$ cat config.mk
export PLATFORM = sky130hd
export DESIGN_NAME = valve_shift_driver
export DESIGN_NICKNAME = d
export VERILOG_FILES = /design/src/rtl/valve_ctrl_pkg.sv /design/src/rtl/shift_tick_gen.sv /design/src/rtl/valve_shift_driver.sv
export SDC_FILE = /design/constraint.sdc
export NUM_CORES = 1
export LEC_CHECK = 0
export BUFFER_PORTS_ARGS = -buffer_cell sky130_fd_sc_hd__buf_2
export CAP_MARGIN = 20
export CORE_UTILIZATION = 51
export DETAILED_ROUTE_END_ITERATION = 7
export GPL_TIMING_DRIVEN = 0
export PLACE_DENSITY_LB_ADDON = 0.25
export SLEW_MARGIN = 40
export SYNTH_ARGS = -nofsm -noshare
export SYNTH_HDL_FRONTEND = slang
export SYNTH_SLANG_ARGS = --single-unit
$ cat constraint.sdc
create_clock -name clk -period 2.52 [get_ports clk]
set_input_delay 0.756 -clock clk [delete_from_list [all_inputs] [get_ports clk]]
set_output_delay 0.756 -clock clk [all_outputs]
set_load 0.05 [all_outputs]
$ cat src/rtl/valve_ctrl_pkg.sv
// Shared parameter defaults and state encoding for the valve shift-register driver.
// The state encoding is fixed so bench checkers and debug tooling can decode it.
package valve_ctrl_pkg;

   localparam int NUM_VALVES_DEF   = 32;
   localparam int CLK_DIV_DEF      = 4;
   localparam int LATCH_CYCLES_DEF = 2;

   // Wide enough for the largest legal latch hold of 15 cycles
   localparam int LATCH_CNT_W = 4;

   typedef enum logic [1:0] {
      IDLE     = 2'd0,
      SHIFT_LO = 2'd1,
      SHIFT_HI = 2'd2,
      LATCH    = 2'd3
   } valve_state_t;

endpackage

$ cat src/rtl/shift_tick_gen.sv
// Half-period timer for the serial clock: while enabled, emits a one-cycle tick
// every CLK_DIV cycles, counting from the cycle enable first rises.
module shift_tick_gen
   import valve_ctrl_pkg::*;
#(
   parameter int CLK_DIV = CLK_DIV_DEF
) (
   input  logic clk,
   input  logic rst,
   input  logic en,
   output logic tick
);

   localparam int CNT_W = $clog2(CLK_DIV + 1);
   localparam logic [CNT_W-1:0] LAST = CNT_W'(CLK_DIV - 1);

   logic [CNT_W-1:0] cnt;

   // Held at zero while disabled so every phase starts a full half-period
   always_ff @(posedge clk or negedge rst) begin
      if (!rst) begin
         cnt <= '0;
      end else if (!en || (cnt == LAST)) begin
         cnt <= '0;
      end else begin
         cnt <= cnt + 1'b1;
      end
   end

   assign tick = en && (cnt == LAST);

endmodule

$ cat src/rtl/valve_shift_driver.sv
// Serialises a valve open/close word MSB first onto sclk/sdo, then pulses le so the
// downstream chain latches it; done marks the return to IDLE.
module valve_shift_driver
   import valve_ctrl_pkg::*;
#(
   parameter int NUM_VALVES   = NUM_VALVES_DEF,
   parameter int CLK_DIV      = CLK_DIV_DEF,
   parameter int LATCH_CYCLES = LATCH_CYCLES_DEF
) (
   input  logic                  clk,
   input  logic                  rst,
   input  logic [NUM_VALVES-1:0] in_data,
   input  logic                  in_valid,
   output logic                  in_ready,
   output logic                  sclk,
   output logic                  sdo,
   output logic                  le,
   output logic                  done,
   output valve_state_t          state
);

   // Handshake: a frame transfers on the rising edge where in_valid && in_ready.
   // in_ready is high only in IDLE; in_valid seen in any other state is dropped.

   localparam int BIT_W = $clog2(NUM_VALVES);
   localparam logic [BIT_W-1:0]       LAST_BIT   = BIT_W'(NUM_VALVES - 1);
   localparam logic [LATCH_CNT_W-1:0] LAST_LATCH = LATCH_CNT_W'(LATCH_CYCLES - 1);

   valve_state_t           state_q, state_d;
   logic [NUM_VALVES-1:0]  shift_q, shift_d;
   logic [BIT_W-1:0]       bit_cnt_q, bit_cnt_d;
   logic [LATCH_CNT_W-1:0] latch_cnt_q, latch_cnt_d;
   logic                   tick, tick_en;
   logic                   sdo_d, done_d;

   assign tick_en = (state_q == SHIFT_LO) || (state_q == SHIFT_HI);

   shift_tick_gen #(
      .CLK_DIV (CLK_DIV)
   ) u_tick (
      .clk  (clk),
      .rst  (rst),
      .en   (tick_en),
      .tick (tick)
   );

   always_comb begin
      state_d     = state_q;
      shift_d     = shift_q;
      bit_cnt_d   = bit_cnt_q;
      latch_cnt_d = latch_cnt_q;
      done_d      = 1'b0;
      unique case (state_q)
         IDLE: begin
            if (in_valid && in_ready) begin
               shift_d   = in_data;
               bit_cnt_d = '0;
               state_d   = SHIFT_LO;
            end
         end
         SHIFT_LO: begin
            if (tick) begin
               state_d = SHIFT_HI;
            end
         end
         SHIFT_HI: begin
            if (tick) begin
               shift_d = shift_q << 1;
               // Last bit clears the counter instead of wrapping it
               if (bit_cnt_q == LAST_BIT) begin
                  bit_cnt_d = '0;
                  state_d   = LATCH;
               end else begin
                  bit_cnt_d = bit_cnt_q + 1'b1;
                  state_d   = SHIFT_LO;
               end
            end
         end
         LATCH: begin
            if (latch_cnt_q == LAST_LATCH) begin
               latch_cnt_d = '0;
               state_d     = IDLE;
               done_d      = 1'b1;
            end else begin
               latch_cnt_d = latch_cnt_q + 1'b1;
            end
         end
         default: begin
            state_d = IDLE;
         end
      endcase
   end

   // Outputs are registered from next-state values so they line up with state_q
   assign sdo_d = ((state_d == SHIFT_LO) || (state_d == SHIFT_HI)) ? shift_d[NUM_VALVES-1] : 1'b0;

   always_ff @(posedge clk or negedge rst) begin
      if (!rst) begin
         state_q     <= IDLE;
         shift_q     <= '0;
         bit_cnt_q   <= '0;
         latch_cnt_q <= '0;
         in_ready    <= 1'b0;
         sclk        <= 1'b0;
         sdo         <= 1'b0;
         le          <= 1'b0;
         done        <= 1'b0;
      end else begin
         state_q     <= state_d;
         shift_q     <= shift_d;
         bit_cnt_q   <= bit_cnt_d;
         latch_cnt_q <= latch_cnt_d;
         in_ready    <= (state_d == IDLE);
         sclk        <= (state_d == SHIFT_HI);
         sdo         <= sdo_d;
         le          <= (state_d == LATCH);
         done        <= done_d;
      end
   end

   assign state = state_q;

endmodule

==> flow_metrics.py <==
metrics = {
    "status": {
        "outcome": "finished, final reports clean",
    },
    "timing": {
        "timing.max_slew.rel_slack": 0.5682,
        "period_needed_ns": 2.294,
        "finalMaxSlewViolations": 0,
        "hold_violations": 0,
        "clock.fmax_mhz": 436.0,
        "skew_ns": 0.01102,
        "rsz0062_at_grt": "false",
        "tightest_pin_transition_ns": 0.6477,
        "min_period_over_period": 0.9101,
        "tns_ns": 0,
        "setup_violations": 0,
    },
    "hold_path": {
        "worstHoldPathType": "input port to asynchronous set/reset pin",
    },
    "cts": {
        "cts.root.buffer_cell": "sky130_fd_sc_hd__clkbuf_8",
        "cts-htree-levels": 2,
        "path_clk_slew_ns": 0.08,
        "clk_path_buf_depth": 2,
        "cts.hold.buffers_added": 0,
        "clock_tree_from_tritoncts": "built",
        "numCtsBuffers": 5,
        "clock-sinks": 51,
        "worst_skew_pair.late_latency_ns": 0.30,
    },
    "die": {
        "floorplan.rows": 25,
        "boundaryPins": 42,
        "total_die_area_um2": 5370,
        "fp.coreArea_um2": 4817,
        "die-height_um": 73.28,
        "dieWidth_um": 73.28,
        "initial_core_util": 0.5379,
    },
    "route": {
        "number_of_violations_reported_at_the_end_of_detailed_routing_iteration_0": 83,
        "drt-wirelength-per-cell_um": 14.58,
        "number_of_iterations_in_the_first_detailed_routing_pass": 4,
        "ant_nets": 0,
        "routed_wire_length_mm": 4.739,
        "detailroute.via_count": 1793,
        "drc": 0,
        "viasPerCell": 5.517,
    },
    "finish": {
        "finalNetCount": 304,
        "nFillCells": 437,
        "final_core_occ": 0.6200,
        "ff_latch_area_um2": 1276,
        "syn_to_final_growth_pct": 15.26,
        "multiInputGateArea_um2": 1207,
        "drive_gt1_frac": 0.3488,
        "mostFrequentLayoutCells": "sky130_fd_sc_hd__dfrtp_1, sky130_fd_sc_hd__buf_2, sky130_fd_sc_hd__a22o_1, sky130_fd_sc_hd__mux2_2, sky130_fd_sc_hd__ha_1",
        "antenna_diode_instance_count": 0,
        "mostFrequentLayoutCell": "sky130_fd_sc_hd__dfrtp_1",
    },
    "setup_path": {
        "critPathMaxFanout": 7,
        "worst-r2r-cell-count": 7,
        "critical_path.endpoint_type": "register",
        "critical_path.reg2reg.startpoint": "state[1]",
        "start_kind": "register",
        "reg2reg_to": "sdo",
        "timing.setup.critical_path_class": "register to register",
        "crit_required_ns": 2.73,
        "r2r_setup_slack_ns": 0.23,
        "crit_path_start": "state[1]",
        "cp-endpoint": "sdo",
        "worst_ep_arrival_time_ns": 2.51,
    },
    "place": {
        "place_congestion": 0.7334,
        "dpl.hpwl_mm": 3.366,
        "port_buffers": 41,
    },
    "global_route": {
        "overflow": 0,
        "grt_pass1_wl_mm": 8.266,
        "initial_antenna_violation_count": 0,
        "grt_start_max_net_pins": 52,
        "first_global_vias": 1818,
        "grtUsageTotal": 0.2008,
    },
    "yosys": {
        "syn-mean-instance-area_um2": 12.34,
        "mappedNetlistNets": 256,
        "synth_warnings": 0,
        "post_synth_top_area_cell": "sky130_fd_sc_hd__dfrtp_1",
        "ys_types": 42,
        "ys_async_sr_fraction": 1.000,
        "synth_edf_count": 0,
        "mapped_area_um2": 2591,
        "synth_top_cells_by_area": "sky130_fd_sc_hd__dfrtp_1, sky130_fd_sc_hd__mux2_2, sky130_fd_sc_hd__a22o_1, sky130_fd_sc_hd__ha_1, sky130_fd_sc_hd__inv_1",
        "synthCells": 210,
        "postSynth.topFlopCell": "sky130_fd_sc_hd__dfrtp_1",
        "synth_sequential_area_ratio": 0.4925,
        "synth_top_area_share": 0.4925,
        "synth-seq-cells": 51,
    },
    "pwr": {
        "pwr_density_cell_nw_per_um2": 972.6,
        "p_leak_uw": 0.001489,
        "ir_drop_mv": 0.5271,
    },
    "job": {
        "maxCapViolations": 0,
    },
}
worst min path at each step:
stage                          to
global placement    u_tick.cnt[0]
detailed placement  u_tick.cnt[0]
CTS                 u_tick.cnt[0]
floorplan           u_tick.cnt[0]
finish                shift_q[31]
global route        u_tick.cnt[0]
per-stage QoR:
step	setup WS (ns)	area [um2]	std cells	power, uW	hold WS (ns)
finish	0.2265	2987	325	2905	0.4795
global route	0.01511	2987	325	3090	0.4896
global placement	0.1815	2880	318	2337	0.4268
floorplan	0.09957	2591	210	2116	0.4099
CTS	0.1389	2985	325	2926	0.4848
detailed placement	0.1557	2883	318	2380	0.4735
registers in the layout, summed over array words and instances (netlist names):
register / cells
latch_cnt_q: 4
le: 1
bit_cnt_q: 5
sdo: 1
done: 1
state: 2
shift_q: 32
in_ready: 1
sclk: 1
u_tick.cnt: 3
repair_timing:
action | 4_1_cts | 5_1_grt
hold endpoints to repair | 0 | 0
setup endpoints to repair | 0 | 1
setup buffers | 0 | 0
resized for setup | 0 | 2
critical path, cell delays in order, from the launching register on:
cell                       delay, ns
sky130_fd_sc_hd__dfrtp_1        0.46
sky130_fd_sc_hd__inv_1          0.09
sky130_fd_sc_hd__ha_1           0.38
sky130_fd_sc_hd__nand2_1        0.14
sky130_fd_sc_hd__or4_1          0.56
sky130_fd_sc_hd__o211ai_1       0.16
sky130_fd_sc_hd__ha_1           0.29
sky130_fd_sc_hd__a31oi_1        0.14
power by group:
group	internal, uW	switching, uW	total, uW
sequential	1080	158	1240
clock	292	259	550
combinational	546	570	1120
synth_stat cells (2+ instances only):
library cell and number:
sky130_fd_sc_hd__a22o_1 31, sky130_fd_sc_hd__xnor2_1 2, sky130_fd_sc_hd__mux2_2 29, sky130_fd_sc_hd__ha_1 11, sky130_fd_sc_hd__nand2_1 7, sky130_fd_sc_hd__buf_2 2, sky130_fd_sc_hd__a31oi_1 2, sky130_fd_sc_hd__clkbuf_1 7
sky130_fd_sc_hd__mux2_1 2, sky130_fd_sc_hd__mux2i_1 3, sky130_fd_sc_hd__nand2b_1 5, sky130_fd_sc_hd__nor2_1 9, sky130_fd_sc_hd__nand3_1 5, sky130_fd_sc_hd__dfrtp_1 51, sky130_fd_sc_hd__a221oi_2 2, sky130_fd_sc_hd__nor3_1 2
sky130_fd_sc_hd__and3_1 4, sky130_fd_sc_hd__buf_6 3, sky130_fd_sc_hd__a21boi_0 2, sky130_fd_sc_hd__inv_1 9
cell type report:
class	count	area share
flip-flops and latches	51	0.4273
multi-input cells	137	0.4043
repair buffers	41	0.06954
well taps	67	0.02807
plain buffers	13	0.02514
clock buffers	6	0.02430
inverters	9	0.01131
clock inverters	1	0.01005
per-layer routing:
metal / part of all wire / up-vias / track usage
li1: - / 872 / -
met1: 0.50 / 880 / 0.2713
met2: 0.45 / 37 / 0.3230
met3: 0.045 / 4 / 0.05487
met4: 0.0076 / 0 / 0.04575
met5: 0 / - / 0
kinds of logic (layout without fill, tap and decap cells):
| family | Yosys count | in the layout | synth area share |
|---|---|---|---|
| flip-flops | 51 | 51 | 0.4925 |
| multiplexers | 34 | 34 | 0.1463 |
| buffers and inverters | 22 | 70 | 0.04152 |
| AO/OA/AOI/OAI | 48 | 48 | 0.1666 |
| AND/OR/NAND/NOR | 41 | 41 | 0.08982 |
| XOR/XNOR | 3 | 3 | 0.01014 |
| adder cells (fa/ha/maj) | 11 | 11 | 0.05311 |
Power figures use the tool's default switching activity.
